## config.mk

```make
export PLATFORM = sky130hd
export DESIGN_NAME = serial_tx
export DESIGN_NICKNAME = d
export VERILOG_FILES = /design/src/rtl/serial_tx.sv
export SDC_FILE = /design/constraint.sdc
export NUM_CORES = 1
export LEC_CHECK = 0
export CORE_MARGIN = 2
export CORE_UTILIZATION = 53
export CTS_BUF_LIST = sky130_fd_sc_hd__clkbuf_4 sky130_fd_sc_hd__clkbuf_8 sky130_fd_sc_hd__clkbuf_16
export CTS_CLUSTER_SIZE = 20
export DETAILED_ROUTE_END_ITERATION = 16
export PLACE_DENSITY = 0.77
export RECOVER_POWER = 100
export SLEW_MARGIN = 20
export SYNTH_ARGS = -nofsm -noshare
export SYNTH_HDL_FRONTEND = slang
export SYNTH_SLANG_ARGS = --single-unit
export TNS_END_PERCENT = 10
```

## constraint.sdc

```tcl
create_clock -name clk -period 2.15 [get_ports clk]
set_input_delay 0.3225 -clock clk [delete_from_list [all_inputs] [get_ports clk]]
set_output_delay 0.3225 -clock clk [all_outputs]
set_load 0.05 [all_outputs]
```

## src/rtl/serial_tx.sv

```systemverilog
// Framed serial transmitter: start bit, WIDTH data bits LSB first,
// optional parity bit, stop bit; each bit held for DIV clock cycles.
module serial_tx #(
  parameter int WIDTH  = 8,
  parameter int DIV    = 4,
  parameter int PARITY = 0
) (
  input  logic             clk,
  input  logic             rst,
  input  logic             tx_valid,
  output logic             tx_ready,
  input  logic [WIDTH-1:0] tx_data,
  output logic             txd,
  output logic             busy
);

  localparam int TW = (DIV > 1) ? $clog2(DIV) : 1;
  localparam int IW = (WIDTH > 1) ? $clog2(WIDTH) : 1;
  localparam bit HASP = (PARITY == 1) || (PARITY == 2);
  localparam logic [TW-1:0] TMAX = TW'(DIV - 1);
  localparam logic [IW-1:0] IMAX = IW'(WIDTH - 1);

  typedef enum logic [2:0] {
    IDLE, START, DATA, PAR, STOP
  } state_t;

  state_t           state;
  logic [TW-1:0]    tmr;
  logic [IW-1:0]    bidx;
  logic [WIDTH-1:0] shreg;
  logic [WIDTH-1:0] nxt;
  logic             pbit;
  logic             tick;

  assign tx_ready = (state == IDLE) & ~rst;
  assign tick     = (tmr == TMAX);
  assign nxt      = shreg >> 1;

  // txd is registered together with the state, so it always
  // reflects the bit of the state being entered.
  always_ff @(posedge clk) begin
    if (rst) begin
      state <= IDLE;
      tmr   <= '0;
      bidx  <= '0;
      shreg <= '0;
      pbit  <= 1'b0;
      txd   <= 1'b1;
      busy  <= 1'b0;
    end else begin
      unique case (state)
        IDLE: begin
          tmr <= '0;
          if (tx_valid) begin
            shreg <= tx_data;
            pbit  <= (PARITY == 2) ? ~^tx_data : ^tx_data;
            state <= START;
            txd   <= 1'b0;
            busy  <= 1'b1;
          end
        end
        START: begin
          if (tick) begin
            tmr   <= '0;
            bidx  <= '0;
            state <= DATA;
            txd   <= shreg[0];
          end else begin
            tmr <= tmr + 1'b1;
          end
        end
        DATA: begin
          if (tick) begin
            tmr <= '0;
            if (bidx == IMAX) begin
              state <= HASP ? PAR : STOP;
              txd   <= HASP ? pbit : 1'b1;
            end else begin
              bidx  <= bidx + 1'b1;
              shreg <= nxt;
              txd   <= nxt[0];
            end
          end else begin
            tmr <= tmr + 1'b1;
          end
        end
        PAR: begin
          if (tick) begin
            tmr   <= '0;
            state <= STOP;
            txd   <= 1'b1;
          end else begin
            tmr <= tmr + 1'b1;
          end
        end
        STOP: begin
          if (tick) begin
            tmr   <= '0;
            state <= IDLE;
            txd   <= 1'b1;
            busy  <= 1'b0;
          end else begin
            tmr <= tmr + 1'b1;
          end
        end
        default: begin
          state <= IDLE;
          txd   <= 1'b1;
          busy  <= 1'b0;
        end
      endcase
    end
  end

endmodule
```

# Word-level counts from Yosys, hierarchy flattened
# Index checks and enable logic that the tools add are counted.
dict set report op_classes {
  eq_ne 14
  n_reduce_logical 12
  bitwise_logic 3
  addsub 2
  mux 25
}
# operator n
set ops {}
lappend ops {{$mux 3} 8}
lappend ops {{$mux 8} 3}
lappend ops {{$pmux 8 s2} 1}
lappend ops {{$pmux 3 s5} 1}
lappend ops {{$ne 2x2->1 const B} 7}
lappend ops {{$reduce_and 4->1} 3}
lappend ops {{$mux 1} 7}
lappend ops {{$eq 3x2->1 const B} 2}
lappend ops {{$eq 3x3->1 const B} 2}
lappend ops {{$pmux 3 s2} 1}
lappend ops {{$reduce_and 6->1} 1}
lappend ops {{$reduce_bool 2->1} 3}
lappend ops {{$pmux 1 s4} 1}
lappend ops {{$pmux 2 s2} 1}
lappend ops {{$reduce_or 4->1} 1}
lappend ops {{$add 3x1->3 const B} 1}
lappend ops {{$eq 3x1->1 const B} 1}
lappend ops {{$logic_not 3->1} 1}
lappend ops {{$pmux 1 s3} 1}
lappend ops {{$reduce_and 3->1} 1}
lappend ops {{$reduce_or 3->1} 1}
lappend ops {{$add 2x1->2 const B} 1}
lappend ops {{$eq 2x2->1 const B} 1}
lappend ops {{$mux 2} 1}
lappend ops {{4 further kinds} 5}
dict set report totals {
  word_cells 62
  input_bits 11
  regBits 18
}

# Logic depth before layout (Yosys ltp)
# Gate-level depths: netlist (run 1).
dict set report depth {
  depth_word 4
  ltp_mapped 5
}

# Least setup slack after synthesis (run 1)
# No wires, ideal clock.
dict set report synth_timing {
  path_type {reg2reg}
  start {register state[2]}
  end {register shreg[7]}
  arrival_ns 2.474
  setup_slack_ns -0.399
  synth_period_minus_slack_ns 2.549
  n_path_buf 2
  stages_incl_launch_ff 6
  required_time_ns 2.076
  path_cell_list {dfxtp_1 -> buf_6 -> clkbuf_1 -> nor4_1 -> nand3_1 -> o21ai_0}
}
dict set report synth_via {
  elab_chain_cells 3
}
# element line
set synth_lines {}
lappend synth_lines {{start, declared} 27} ;# state_t state;
lappend synth_lines {{start signal, assigned} 76} ;# state <= HASP ? PAR : STOP;
lappend synth_lines {{$eq 3x2->1 or $logic_not 3->1 (tied branches)} 51} ;# unique case (state)
lappend synth_lines {{$ne 2x2->1 (no source line) or $reduce_bool 2->1 (tied branches)} --}
lappend synth_lines {{$reduce_and 4->1 (no source line)} --}
lappend synth_lines {{end signal, assigned} 55} ;# shreg <= tx_data;
lappend synth_lines {{end signal, assigned} 80} ;# shreg <= nxt;
lappend synth_lines {{end, declared} 30} ;# logic [WIDTH-1:0] shreg;
# Parallel ways exist; a longest one is shown, timed or not.
# A chain may end at the register's enable or synchronous reset.

# Worst setup path after layout (run 1)
dict set report layout_timing {
  start {register state[2]}
  end {output tx_ready}
}
dict set report layout_via {
  elab_chain_cells 2
}
# element line
set layout_lines {}
lappend layout_lines {{$logic_not 3->1} 35} ;# assign tx_ready = (state == IDLE) & ~rst;
lappend layout_lines {{$and 1x1->1} 35}
lappend layout_lines {{end, declared} 11} ;# output logic tx_ready,
# No other way between the ends.

==> run summary, run 1 <==
TritonRoute pass-1 iters - 5
Post-synth top cells - dfxtp_1, mux2i_1, nor2_1, a221oi_2, nand2b_1
Die Y - 49.0 um
clock sinks - 18
Leakage Power - 0.413 nW
M1 WL - 1010 um
most common cell in the netlist - dfxtp_1
Initial Utilization - 55.3%
startpoint types - register
net count after synthesis - 123
Comb pwr share - 17.3%
via count - 845
first-pass GRT wire length - 3710 um
Die W - 49.0 um
Worst EP arrival - 1.64 ns
Hold WC Path Type - reg2reg
reg-to-reg slack, setup - 0.25 ns
status - complete, no violations
net switching fraction of the power - 26.8%
Post-synth ARST share - 0%
initial antenna violation count - 0
max cap viols - 0
Row Count - 16
Worst Path Required - 1.83 ns
# Post-CTS Setup Buffers - 0
Core Region - 1940 um2
Final period util - 91.5%
synthesized flop and latch total - 18
Placer Congestion - 0.703
RSZ-0062 raised after global routing - no
Final Skew - 0.00145 ns
Avg Cell Area, Syn - 9.94 um2
largest net degree at the start of global routing - 22
share of cells above drive strength 1 - 12.8%
Top Ports - 14
Power Density - 601 nW/um2
largest area contributor in the netlist - dfxtp_1
Max rail drop VDD - 448 uV
internal power - 0.517 mW
total congestion overflow - 0
Distinct cells, synth - 33
Yosys warnings - 0
sequential area share after synthesis - 33.6%
Hold-fix buffers, CTS - 0
met2 WL - 997 um
top cell type's share of synthesized area - 33.6%
Area Growth Syn to Fin - 9.44%
Fin. Hold Viols - 0
endpoint class of the critical path - output port
1st-iter DRT viols - 10
nets@finish - 133
Slew Limit Fails - 0
Total GRT Usage - 19.7%
# resized after CTS - 0
Max H-tree Level - 1
WS Path Type - reg2out
Post-synth top flop - dfxtp_1
clock tree root buffer cell - clkbuf_4
NetSw - 0.189 mW
Post-synth EDFFs - 0
Flop pwr share - 52.7%
Clk pin slew, worst setup/hold paths - 0.11 ns
CTS tree - done
TritonCTS buffer count - 3
max_slew headroom - 43.6%
Setup-failing EPs final - 0
dpl hpwl - 1450 um
DR WL met3 - 100 um
clock latency on the worst-skew pair - 0.29 ns
largest cells by area after synthesis - dfxtp_1, mux2i_1, a221oi_2
WL per Instance - 14.8 um
fmax - 508 MHz
post-route setup TNS - 0 ns
Mapped Cells - 108
Worst Tran Pin Value - 0.844 ns
highest routed layer - met4
vias in the first global route - 798
DRC - 0
die area - 2400 um2
antenna-violating nets left - 0
worst hold slack - 0.486 ns
vias per cell - 5.87
I/O Buffers - 13
routed wire length - 2130 um
CTS Buffer Depth - 2
critical path peak fanout - 16
Final min period - 1.97 ns
Post-Syn Area - 1070 um2
Clk pwr share - 30.0%
Diodes inserted - 0
-- metal layers --
metal,vias to the layer above,GRT usage [%]
li1,416,-
met1,401,26.3
met2,23,32.4
met5,-,0
met3,5,3.68
met4,0,5.71
-- final timing paths --
path	to	depth (start not counted)	from
worst max register to register	bidx[1]$_SDFFE_PP0P_	5	bidx[0]$_SDFFE_PP0P_
worst max-delay path	tx_ready	2	state[2]$_SDFFE_PP0P_
worst min register to register	shreg[7]$_SDFFE_PP0P_	2	shreg[7]$_SDFFE_PP0P_
worst min-delay path	shreg[7]$_SDFFE_PP0P_	2	shreg[7]$_SDFFE_PP0P_
-- worst max-delay path, cell delays in order (launching register included) --
cell     delay, ns
dfxtp_1       0.49
nor4_1        0.64
buf_12        0.22
-- cells in the final DEF (no fill, tap or decap), types with 3 or more instances in the layout --
cell	instances
dfxtp_1	18
mux2i_1	11
nor2_1	11
clkdlybuf4s50_1	10
nand2b_1	7
o21ai_0	6
a221oi_1	5
a21oi_1	4
ha_1	4
nand3b_1	3
or3b_2	3
clkbuf_4	3
-- power groups by stage --
stage          Combinational, mW  Clock [mW]  Sequential (mW)
6_report                   0.122       0.212            0.372
4_1_cts                    0.136       0.211            0.374
5_1_grt                    0.132       0.230            0.375
2_1_floorplan             0.0880           0            0.383
3_3_place_gp               0.131           0            0.380
3_5_place_dp               0.135           0            0.381
-- final cells by class --
type / count / area (um2)
clock buffer: 4 / 36.3
fill: 182 / 767
inverter: 1 / 3.75
multi-input combinational: 79 / 588
sequential: 18 / 360
tap: 27 / 33.8
timing repair buffer: 15 / 153
-- registers in the layout (all words and copies together) (netlist names) --
signal	cells
shreg	8
bidx	3
state	3
tmr	2
busy	1
txd	1
-- kinds of logic after synthesis --
family	share of synthesized area, %
and+or+nand+nor	22.8
AOI/OAI and AO/OA	21.8
DFF	33.6
buffers and inverters	6.88
muxes	10.3
adders and majority gates	4.66
-- stage by stage --
stage,utilization (%),cell area [um2],setup slack (ns),power (mW),cells
floorplan,-,1080,0.197,0.471,108
global placement,61.7,1200,0.388,0.511,140
detailed placement,61.7,1200,0.336,0.516,140
CTS,63.6,1230,0.297,0.721,144
global route,60.5,1170,0.102,0.737,144
finish,60.5,1170,0.183,0.706,144
Note: power is estimated with default switching activity, not from simulation.
==> run 2, diff against run 1 <==
- MAX_ROUTING_LAYER: unset -> met4
==> run summary, run 2 (synthesized netlist as in run 1, its figures left out) <==
clock tree root buffer cell - clkbuf_4
endpoint class of the critical path - output port
max_slew headroom - 43.5% (-0.061 points)
CTS Buffer Depth - 2 (unchanged)
Core Region - 1940 um2 (unchanged)
Total GRT Usage - 20.2% (+0.55 points)
antenna-violating nets left - 0 (unchanged)
nets@finish - 133 (unchanged)
WL per Instance - 15.0 um (+0.89%)
I/O Buffers - 13 (unchanged)
Setup-failing EPs final - 0 (unchanged)
max cap viols - 0 (unchanged)
Final min period - 1.97 ns (+0.00488 ns)
fmax - 507 MHz (-0.25%)
Initial Utilization - 55.3% (unchanged)
dpl hpwl - 1450 um (unchanged)
Area Growth Syn to Fin - 9.44% (unchanged)
TritonRoute pass-1 iters - 4 (-1)
status - complete, no violations
CP delay by family, top - simple AND/OR/NAND/NOR gates
Fillers - 182 (unchanged)
die area - 2400 um2 (unchanged)
vias per cell - 5.85 (-0.24%)
Leakage Power - 0.413 nW (unchanged)
largest net degree at the start of global routing - 22 (unchanged)
1st-iter DRT viols - 10 (unchanged)
via count - 843 (-0.24%)
Worst Tran Pin Value - 0.845 ns (+0.000909 ns)
area occupied by multi-input gates - 588 um2 (unchanged)
Top Registers - shreg: 8 flops, bidx: 3 flops, state: 3 flops
Max H-tree Level - 1 (unchanged)
Power Density - 604 nW/um2 (+0.44%)
Fin. Hold Viols - 0 (unchanged)
WS Path Type - reg2out
commonest cells after routing, fill and taps aside - dfxtp_1, mux2i_1, nor2_1, clkdlybuf4s50_1, nand2b_1
commonest non-fill, non-tap cell in the layout - dfxtp_1
Top Ports - 14 (unchanged)
FF/Latch Area - 360 um2 (unchanged)
TritonCTS buffer count - 3 (unchanged)
# resized after CTS - 0 (unchanged)
initial antenna violation count - 0 (unchanged)
Final period util - 91.7% (+0.23 points)
Die Y - 49.0 um (unchanged)
DRC - 0 (unchanged)
Crit-path slowest cell - nor4_1
Max rail drop VDD - 448 uV (about the same)
worst hold slack - 0.488 ns (+0.00184 ns)
Placer Congestion - 0.710 (+1.1%)
Worst EP arrival - 1.65 ns (about the same)
critical path peak fanout - 16 (unchanged)
Hold-fix buffers, CTS - 0 (unchanged)
startpoint types - register
routed wire length - 2150 um (+0.89%)
Clk pin slew, worst setup/hold paths - 0.11 ns (about the same)
RSZ-0062 raised after global routing - no
Diodes inserted - 0 (unchanged)
clock sinks - 18 (unchanged)
first-pass GRT wire length - 3710 um (unchanged)
total congestion overflow - 0 (unchanged)
post-route setup TNS - 0 ns (unchanged)
# Post-CTS Setup Buffers - 0 (unchanged)
Final Skew - 0.00169 ns (+0.000241 ns)
clock latency on the worst-skew pair - 0.30 ns (about the same)
share of cells above drive strength 1 - 12.8% (unchanged)
vias in the first global route - 797 (-0.13%)
Row Count - 16 (unchanged)
Slew Limit Fails - 0 (unchanged)
Worst Path Required - 1.83 ns (about the same)
Die W - 49.0 um (unchanged)
worst path cell trace - nor4_1 -> buf_12
max FFs per register - 8 (unchanged)
Crit path largest cell delay - 0.64 ns (about the same)
Top reg by flops - shreg
Crit path buffers/inverters - 1 (unchanged)
CTS tree - done
Hold WC Path Type - reg2reg
total power - 0.710 mW (+0.44%)
[run 2: cell counts in the layout (fill, tap and decap cells not counted)]
Identical to the previous run, type by type.
[run 2: layer usage]
metal  part of all wire, %  track usage (%)
met1                    48             26.3
met2                    47             32.4
met3                   3.2             3.68
met4                   1.3             5.71
met5                     0                -
[run 2: layout make-up]
cell class,instances,area share [%]
multi-input combinational,79,50.1
tap,27,2.88
clock buffer,4,3.09
inverter,1,0.319
timing repair buffer,15,13.0
sequential,18,30.7
[run 2: worst register-to-register path, cell delays in order (launching register included)]
cell	delay, ns
dfxtp_1	0.35
ha_1	0.22
ha_1	0.20
or3b_2	0.44
a21oi_1	0.39
mux2i_1	0.23
[run 2: final timing paths]
kind                               from                     to  slack (ns)  depth (start not counted)
setup / recovery  state[2]$_SDFFE_PP0P_               tx_ready        0.18                          2
hold reg to reg   shreg[7]$_SDFFE_PP0P_  shreg[7]$_SDFFE_PP0P_        0.49                          2
hold / removal    shreg[7]$_SDFFE_PP0P_  shreg[7]$_SDFFE_PP0P_        0.49                          2
setup reg to reg   bidx[0]$_SDFFE_PP0P_   bidx[1]$_SDFFE_PP0P_        0.25                          5
[run 2: where the power goes]
group          switching [mW]  total (mW)  internal, mW
Sequential             0.0185       0.372         0.354
Clock                   0.112       0.215         0.103
Combinational          0.0621       0.122        0.0600
Total                   0.192       0.710         0.517
[run 2: metrics by stage]
stage | utilization, % | std cells | setup slack (ns) | instance area (um2)
floorplan | - | 108 | 0.197 | 1080
global placement | 61.7 | 140 | 0.388 | 1200
detailed placement | 61.7 | 140 | 0.336 | 1200
CTS | 63.6 | 144 | 0.297 | 1230
global route | 60.5 | 144 | 0.102 | 1170
finish | 60.5 | 144 | 0.178 | 1170
